`src/rtl/seven_seg_scan_ctrl.sv`:
```
// Multiplexed scan controller for common-cathode 7-segment digits.
// Shadow/active digit buffers, blanking gap, leading-zero suppression.
module seven_seg_scan_ctrl #(
    parameter int NUM_DIGITS   = 4,
    parameter int REFRESH_DIV  = 12000,
    parameter int BLANK_CYCLES = 16
) (
    input  logic                    clk,
    input  logic                    rst,
    input  logic                    clear,
    input  logic                    load,
    input  logic [4*NUM_DIGITS-1:0] load_data,
    input  logic [NUM_DIGITS-1:0]   dp_mask,
    input  logic                    push,
    input  logic [3:0]              push_digit,
    input  logic                    lz_blank,
    output logic [3:0]              dec_in,
    output logic                    dp_out,
    output logic [NUM_DIGITS-1:0]   digit_en,
    output logic                    frame_start
);

    localparam int IW = $clog2(NUM_DIGITS);
    localparam int CW = $clog2(REFRESH_DIV);

    logic [CW-1:0]           cnt;
    logic [IW-1:0]           idx;
    logic [4*NUM_DIGITS-1:0] shadow;
    logic [NUM_DIGITS-1:0]   shadow_dp;
    logic [4*NUM_DIGITS-1:0] active;
    logic [NUM_DIGITS-1:0]   active_dp;

    logic                    last_cnt;
    logic                    last_idx;
    logic                    in_blank;
    logic                    shown;
    logic [NUM_DIGITS-1:0]   supp;

    assign last_cnt = (cnt == CW'(REFRESH_DIV - 1));
    assign last_idx = (idx == IW'(NUM_DIGITS - 1));
    assign in_blank = (int'(cnt) < BLANK_CYCLES);
    assign shown    = !in_blank && !supp[idx];

    // Leading-zero mask: a digit is dark when it and all above it are zero
    always_comb begin
        logic upper_zero;
        upper_zero = 1'b1;
        supp       = '0;
        for (int k = NUM_DIGITS - 1; k >= 0; k--) begin
            upper_zero = upper_zero && (active[4*k +: 4] == 4'd0);
            supp[k]    = lz_blank && (k != 0) && upper_zero;
        end
    end

    // Slot counter and digit index
    always_ff @(posedge clk or posedge rst) begin
        if (rst) begin
            cnt <= '0;
            idx <= '0;
        end else begin
            cnt <= last_cnt ? '0 : cnt + CW'(1);
            if (last_cnt) begin
                idx <= last_idx ? '0 : idx + IW'(1);
            end
        end
    end

    // Shadow buffer commands, clear over load over push
    always_ff @(posedge clk or posedge rst) begin
        if (rst) begin
            shadow    <= '0;
            shadow_dp <= '0;
        end else if (clear) begin
            shadow    <= '0;
            shadow_dp <= '0;
        end else if (load) begin
            shadow    <= load_data;
            shadow_dp <= dp_mask;
        end else if (push) begin
            shadow <= {shadow[4*NUM_DIGITS-5:0], push_digit};
        end
    end

    // Snapshot shadow into active buffer at the frame boundary
    always_ff @(posedge clk or posedge rst) begin
        if (rst) begin
            active    <= '0;
            active_dp <= '0;
        end else if (last_cnt && last_idx) begin
            active    <= shadow;
            active_dp <= shadow_dp;
        end
    end

    // Registered display drive derived from current slot state
    always_ff @(posedge clk or posedge rst) begin
        if (rst) begin
            dec_in      <= '0;
            dp_out      <= 1'b0;
            digit_en    <= '0;
            frame_start <= 1'b0;
        end else begin
            dec_in      <= active[{idx, 2'b00} +: 4];
            dp_out      <= shown && active_dp[idx];
            digit_en    <= shown ? (NUM_DIGITS'(1) << idx) : '0;
            frame_start <= (cnt == '0) && (idx == '0);
        end
    end

endmodule

```
`config.mk`:
```
export PLATFORM = sky130hd
export DESIGN_NAME = seven_seg_scan_ctrl
export DESIGN_NICKNAME = d
export VERILOG_FILES = /design/src/rtl/seven_seg_scan_ctrl.sv
export SDC_FILE = /design/constraint.sdc
export NUM_CORES = 1
export LEC_CHECK = 0
export CAP_MARGIN = 20
export CORE_MARGIN = 1.5
export CORE_UTILIZATION = 57
export CTS_BUF_LIST = sky130_fd_sc_hd__clkbuf_4 sky130_fd_sc_hd__clkbuf_8
export DETAILED_ROUTE_END_ITERATION = 7
export MAX_ROUTING_LAYER = met4
export PLACE_DENSITY = 0.82
export SETUP_SLACK_MARGIN = 0.2
export SYNTH_ARGS = -nofsm -noshare
export SYNTH_HDL_FRONTEND = slang
export SYNTH_SLANG_ARGS = --single-unit
```
`constraint.sdc`:
```
create_clock -name clk -period 2.6 [get_ports clk]
set_input_delay 0.39 -clock clk [delete_from_list [all_inputs] [get_ports clk]]
set_output_delay 0.39 -clock clk [all_outputs]
set_load 0.01 [all_outputs]
```
# == Word level (Yosys, flattened, before mapping) ==
# Index checks and enable logic that the tools add are counted.
# classes
n_addsub,2
n_mul,0
n_div,0
order_cmp,2
n_eq_ne,2
shift,2
mux,12
n_bitwise,0
reduce_logical,18
# op_table
op,count
2-to-1 mux 16 bit,3
variable part select 16 x 5 -> 4 bit,1
"adder 14 x 1 -> 14 bit, second input constant",1
"== test 14 bit, second input constant",1
logical NOT 14 bit,1
"less-than comparator 14 x 5 -> 1 bit, second input constant",1
2-to-1 mux 14 bit,1
logical NOT 4 bit,3
2-to-1 mux 4 bit,3
logical AND 1 bit,9
binary-select mux 1 bit (select 2 bit),2
"left shift 1 x 2 -> 4 bit, first input constant",1
"less-than comparator 2 x 3 -> 1 bit, second input constant",1
nonzero test 3 bit,1
"adder 2 x 1 -> 2 bit, second input constant",1
"== test 2 bit, second input constant",1
logical NOT 1 bit,2
logical NOT 2 bit,1
2-to-1 mux 1 bit,2
2-to-1 mux 2 bit,1
nonzero test 2 bit,1
# word_totals
regBits,66
latchBits,0
ram_bits,0
romBits,0
inputBits,30
output_inout_bits,10
mem_count,0

# == Longest topological paths before layout ==
# Gate-level depths: netlist of run 1.
# logic_depth
ltp_word,9
depth_mapped,6
depth_no_buf,5

# == Least setup slack after synthesis of run 1 ==
# OpenSTA, ideal clock, no wires.
# synth_path
path_type,register -> register
startpoint,register cnt[12]
endpoint,register active[0]
t_arrival_ns,1.622
required_ns,2.475
slack_ns,0.853
path_stages_with_launch,6
synth_period_minus_slack_ns,1.747
path_cell_list,dfrtp_1 or3_4 nor4_4 nand2_2 buf_6 mux2_4
# synth_between
elab_chain_cells,2
# synth_lines
element,line,source
from (decl),26,logic [CW-1:0] cnt;
from (signal assigned),61,cnt <= last_cnt ? '0 : cnt + CW'(1);
== test 14 bit,39,assign last_cnt = (cnt == CW'(REFRESH_DIV - 1));
logical AND 1 bit,89,end else if (last_cnt && last_idx) begin
to (signal assigned),90,active <= shadow;
to (decl),30,logic [4*NUM_DIGITS-1:0] active;
# Every way passes these cells.
# A chain may end at the register's enable or synchronous reset.

# == Worst setup path after layout of run 1 ==
# layout_path
startpoint,register cnt[12]
endpoint,register active[8]
# The elaborated chain is that of the path after synthesis.

==> metrics.cfg, run 1 <==
[worst_setup_path]
slowest_delay_ps=450
crit_chain=or3_4, nor4_4, nand2_2, mux2_4
critPathCaptureType=register
path_class=register to register
worstPathArrival_ps=2380
start_kind=register
critPathRequiredTime_ps=2820
crit_slowest_cell=mux2_4
cp_max_fo=20

[clock_network]
clk_pin_slew_ps=70
cts_made_buffers=9
cts_hold_buf=0
htree_levels=3
cts_tree=done
worstSkewPairLatency_ps=340
cts_sinks=66
cts_resized=0
cts_setup_buffers=0
cts_buffer_depth=2
cts_root_buf=clkbuf_8

[sta]
setup_tns_ps=0
tightest_slew_ps=745
setup_viol_count_final=0
fin_crit_ps=2160
max_freq_ghz=0.464
hold_viol=0
slew_headroom_pct=50.2
period_share_pct=83.0
slew_violations=0
fin_skew_ps=4.65
grt_setup_unrepaired=false

[global_route]
grt_pass1_wl_um=9930
grtUsageMet3_pct=5.03
use_met2_pct=32.7
grt_usage_pct=22.8
grt-ovfl-total=0
top_usage_layer=met2
grt_pass1_vias=2002
grt_max_degree=67
use_met1_pct=32.0
antenna_found_initial=0

[die]
num_rows=26
die_h_um=76.2
io_pins=40
die_x_um=76.2
die_area_mm2=0.00580
initial_core_util_pct=59.4
fp.coreArea_mm2=0.00514

[final_layout]
drive_gt1_share_pct=16.4
num_antenna_cells=0
multiInputGateArea_mm2=0.00130
area_growth_pct=21.8
fillers=391
final_common_cell=dfrtp_1
regArea_mm2=0.00165
final_net_count=335
mostFrequentLayoutCells=dfrtp_1 (66), nor2_1 (50), clkdlybuf4s50_1 (39)

[yosys]
synthMuxAreaShare_pct=20.4
synth-simple-area-share_pct=12.8
synth_top_family_by_area=multiplexers
synth_fp_nets=293
ys_seq_elements=66
synth_compound_area_share_pct=3.61
syn_area_mm2=0.00305
yosys_warnings=0
yosysUniqueCellTypes=28
synth-xor-area-share_pct=3.16
syn_inst=257
post_synth.cell_area_avg_um2=11.9
synth_fa_ha_area_share_pct=2.46
seq_area_frac_synth_pct=54.1

[routing]
wl_per_cell_um=15.1
drtPass1Iterations=5
viasPerCell=5.33
drc=0
drtIter0Drc=143
drt-total-wl_um=5650
vias=1992
ant_nets=0

[placed_design]
dp_hpwl_um=3980
portBuffers=39
place_congestion=0.838

[hold_path]
hp-class=input pin to asynchronous set/reset pin

[power_and_ir_drop]
p_sw_mw=0.463
power_mw=2.07
p_int_mw=1.60
power_frac_clock_pct=42.3
ir_worst_vdd_mv=0.308
leakagePower_nw=1.82
power_frac_comb_pct=6.4
switching_share_pct=22.4
power_density_mw_per_mm2=556
sequentialPowerShare_pct=51.3

[status]
status=complete, no violations

[job]
drv_cap=0

## worst paths after layout
kind                                        start                     to  slack, ps  depth (start not counted)
worst max-delay path            cnt[12]$_DFF_PP0_  active[8]$_DFFE_PP0P_        440                          4
min in group clk                 cnt[8]$_DFF_PP0_       cnt[8]$_DFF_PP0_        510                          1
worst min-delay path                          rst  shadow[4]$_DFFE_PP0P_        430                          3
worst min register to register   cnt[8]$_DFF_PP0_       cnt[8]$_DFF_PP0_        510                          1
max in group asynchronous                     rst     idx[1]$_DFFE_PP0N_       1900                          3
worst max register to register  cnt[12]$_DFF_PP0_  active[8]$_DFFE_PP0P_        440                          4
## power by group through the flow
stage	Combinational (mW)	Sequential [mW]	Clock, mW
finish	0.133	1.06	0.874
CTS	0.135	1.06	0.885
detailed placement	0.134	1.08	0
floorplan	0.0728	1.07	0
global route	0.151	1.06	0.937
global placement	0.131	1.08	0
## flip-flops by register name, summed over array words and instances (netlist names)
register,cells
shadow_dp,4
dp_out,1
idx,2
frame_start,1
active_dp,4
shadow,16
cnt,14
active,16
digit_en,4
dec_in,4
## cells in the mapped netlist, drive strengths merged
cell type	n	share of area [%]
and3	1	0.21
buf	5	1.2
clkbuf	8	0.98
ha	6	2.5
nand2	5	0.70
xnor2	3	0.86
nand3b	1	0.25
xor2	8	2.3
mux2	20	9.8
or4	1	0.25
or3	1	0.37
a21oi	18	3.0
and4	1	0.29
nor2b	3	0.62
nand3	10	1.6
nor4	6	1.7
dfrtp	66	54
nor2	50	6.2
inv	10	1.2
mux2i	21	6.9
mux4	5	3.7
o21ai	4	0.66
nor3	4	0.66
## critical path: cells and delay by family (launching register included)
family           cells  cell delay [ps]
AND/OR/NAND/NOR      3             1180
multiplexers         1              450
flip-flops           1              410
## cells by family after synthesis
| group | count (synthesis) |
|---|---|
| adder cells (fa/ha/maj) | 6 |
| XOR/XNOR | 11 |
| AND/OR/NAND/NOR | 83 |
| AO/OA/AOI/OAI | 22 |
| multiplexers | 46 |
| buffers and inverters | 23 |
| flip-flops | 66 |
## layout make-up
| class | instances | share of cell area [%] |
|---|---|---|
| clock buffer | 11 | 4.07 |
| clock inverter | 5 | 1.41 |
| inverter | 10 | 1.01 |
| multi-input combinational | 168 | 34.9 |
| sequential | 66 | 44.4 |
| tap | 70 | 2.36 |
| timing repair buffer | 44 | 11.8 |
## per-layer routing
layer | vias up | share of wire (%)
met5 | - | 0
met4 | 0 | 0.80
met3 | 7 | 3.8
met2 | 50 | 47
met1 | 978 | 48
li1 | 957 | -
## per-stage QoR
step           util (%)  setup slack [ps]  hold slack (ps)  std cells  cell area (um2)
2_1_floorplan         -               555              460        257             3050
3_3_place_gp       68.4               516              477        358             3510
3_5_place_dp       68.4               448              489        358             3510
4_1_cts            72.3               436              444        374             3720
5_1_grt            72.3               356              480        374             3720
6_report           72.3               443              432        374             3720
Power figures use the tool's default switching activity.
==> run 2: changes to the inputs <==
clock period = 2 ns   (was 2.6 ns; I/O delays follow)
==> metrics.cfg, run 2 (synthesized netlist as in run 1, its figures left out) <==
[sta]
setup_viol_count_final=0  ; unchanged
slew_violations=0  ; unchanged
slew_headroom_pct=74.0  ; was 50.2%
hold_viol=0  ; unchanged
grt_setup_unrepaired=true  ; was false
tightest_slew_ps=389  ; was 745 ps
fin_skew_ps=6.92  ; was 4.65 ps
fin_crit_ps=1750  ; was 2160 ps
hold-worst-slack_ps=293  ; was 432 ps
period_share_pct=87.7  ; was 83.0%
max_freq_ghz=0.570  ; was 0.464 GHz
setup_tns_ps=0  ; unchanged

[clock_network]
clk_pin_slew_ps=70  ; about the same
cts_tree=done  ; unchanged
cts_hold_buf=0  ; unchanged
cts_root_buf=clkbuf_8  ; unchanged
htree_levels=3  ; unchanged
worstSkewPairLatency_ps=340  ; about the same
cts_buffer_depth=2  ; unchanged
cts_sinks=66  ; unchanged
cts_made_buffers=9  ; unchanged

[global_route]
grt-ovfl-total=0  ; unchanged
grt_usage_pct=23.5  ; was 22.8%
grt_pass1_wl_um=10100  ; was 9930 um
antenna_found_initial=0  ; unchanged
grt_max_degree=39  ; was 67
grt_pass1_vias=2014  ; was 2002

[final_layout]
reg_top3=active (16), shadow (16), cnt (14)  ; unchanged
num_antenna_cells=0  ; unchanged
area_growth_pct=26.2  ; was 21.8%
fillers=354  ; was 391
multiInputGateArea_mm2=0.00133  ; was 0.00130 mm2
fin_util_pct=74.9  ; was 72.3%
regArea_mm2=0.00165  ; unchanged
mostFrequentLayoutCells=dfrtp_1 (66), nor2_1 (50), clkdlybuf4s50_1 (39)  ; unchanged
final_common_cell=dfrtp_1  ; unchanged
finalNonFillerCells=384  ; was 374
drive_gt1_share_pct=20.7  ; was 16.4%
final_net_count=346  ; was 335

[power_and_ir_drop]
power_density_mw_per_mm2=704  ; was 556 mW/mm2
leakagePower_nw=1.88  ; was 1.82 nW
power_mw=2.71  ; was 2.07 mW
ir_worst_vdd_mv=0.550  ; was 0.308 mV

[die]
die_x_um=76.2  ; unchanged
die_h_um=76.2  ; unchanged
io_pins=40  ; unchanged
initial_core_util_pct=59.4  ; unchanged
die_area_mm2=0.00580  ; unchanged
num_rows=26  ; unchanged
fp.coreArea_mm2=0.00514  ; unchanged

[worst_setup_path]
critPathRequiredTime_ps=2220  ; was 2820 ps
worstPathArrival_ps=1970  ; was 2380 ps
start_kind=register  ; unchanged
path_class=register to register  ; unchanged
cp_max_fo=20  ; unchanged
critPathCaptureType=register  ; unchanged

[routing]
ant_nets=0  ; unchanged
drtPass1Iterations=4  ; was 5
drc=0  ; unchanged
vias=2060  ; was 1992
drtIter0Drc=228  ; was 143
viasPerCell=5.36  ; was 5.33
drt-total-wl_um=5920  ; was 5650 um
wl_per_cell_um=15.4  ; was 15.1 um

[hold_path]
hp-class=input pin to asynchronous set/reset pin  ; unchanged

[placed_design]
dp_hpwl_um=3920  ; was 3980 um
portBuffers=39  ; unchanged
place_congestion=0.828  ; was 0.838
dp.cells=363  ; was 358

[job]
drv_cap=0  ; unchanged

[status]
status=complete, no violations  ; unchanged

-- run 2: cell types whose count changed in the layout (fill, tap and decap cells not counted), moves of 2 or more --
| cell | before | now |
|---|---|---|
| nand3_2 | 0 | 2 |
| nand3_1 | 10 | 8 |
| buf_4 | 4 | 14 |
| clkinv_2 | 3 | 1 |
-- run 2: cell type report --
cell class                      instances  share of cell area (%)
Clock buffer                           13                    4.48
Timing Repair Buffer                   55                    13.9
Clock inverter                          2                   0.910
Tap cell                               70                    2.27
Multi-Input combinational cell        168                    34.5
Sequential cell                        66                    42.9
Inverter                               10                    1.07
-- run 2: metrics by stage --
| stage | instance area [um2] | worst slack [ps] |
|---|---|---|
| floorplan | 3060 | 253 |
| global placement | 3570 | 202 |
| detailed placement | 3570 | 162 |
| CTS | 3820 | 224 |
| global route | 3850 | 168 |
| finish | 3850 | 247 |
-- run 2: worst paths after layout --
path,start,end,slack [ps],cells after the start
setup / recovery,cnt[3]$_DFF_PP0_,active[6]$_DFFE_PP0P_,250,6
hold / removal,rst,shadow_dp[2]$_DFFE_PP0P_,290,2
setup reg to reg,cnt[3]$_DFF_PP0_,active[6]$_DFFE_PP0P_,250,6
hold reg to reg,cnt[12]$_DFF_PP0_,cnt[12]$_DFF_PP0_,500,1
max in group asynchronous,rst,active[6]$_DFFE_PP0P_,1210,3
min in group clk,cnt[12]$_DFF_PP0_,cnt[12]$_DFF_PP0_,500,1
-- run 2: power by group --
group / internal, mW / total, mW / switching [mW]
combinational: 0.0932 / 0.176 / 0.0830
clock: 0.683 / 1.16 / 0.476
sequential: 1.36 / 1.38 / 0.0195
total: 2.13 / 2.71 / 0.578
-- run 2: per-layer routing --
| metal | share of wire (%) | vias to the layer above | global-route usage (%) |
|---|---|---|---|
| met5 | 0 | - | - |
| met2 | 48 | 61 | 34.2 |
| li1 | - | 983 | - |
| met1 | 46 | 1004 | 32.1 |
| met3 | 3.9 | 12 | 5.15 |
| met4 | 1.8 | 0 | 9.81 |
-- run 2: worst max-delay path, cell delays in order (launching register included) --
cell,delay [ps]
dfrtp_1,360
and3_4,220
nand3_2,110
nor4_4,340
nand2_2,110
buf_12,180
mux2_4,310
-- run 2: repair_timing --
item	in CTS	in global routing
pin swaps	1	0
gates resized for setup	3	3
endpoints found under the setup margin	20	22
buffers inserted	5	1
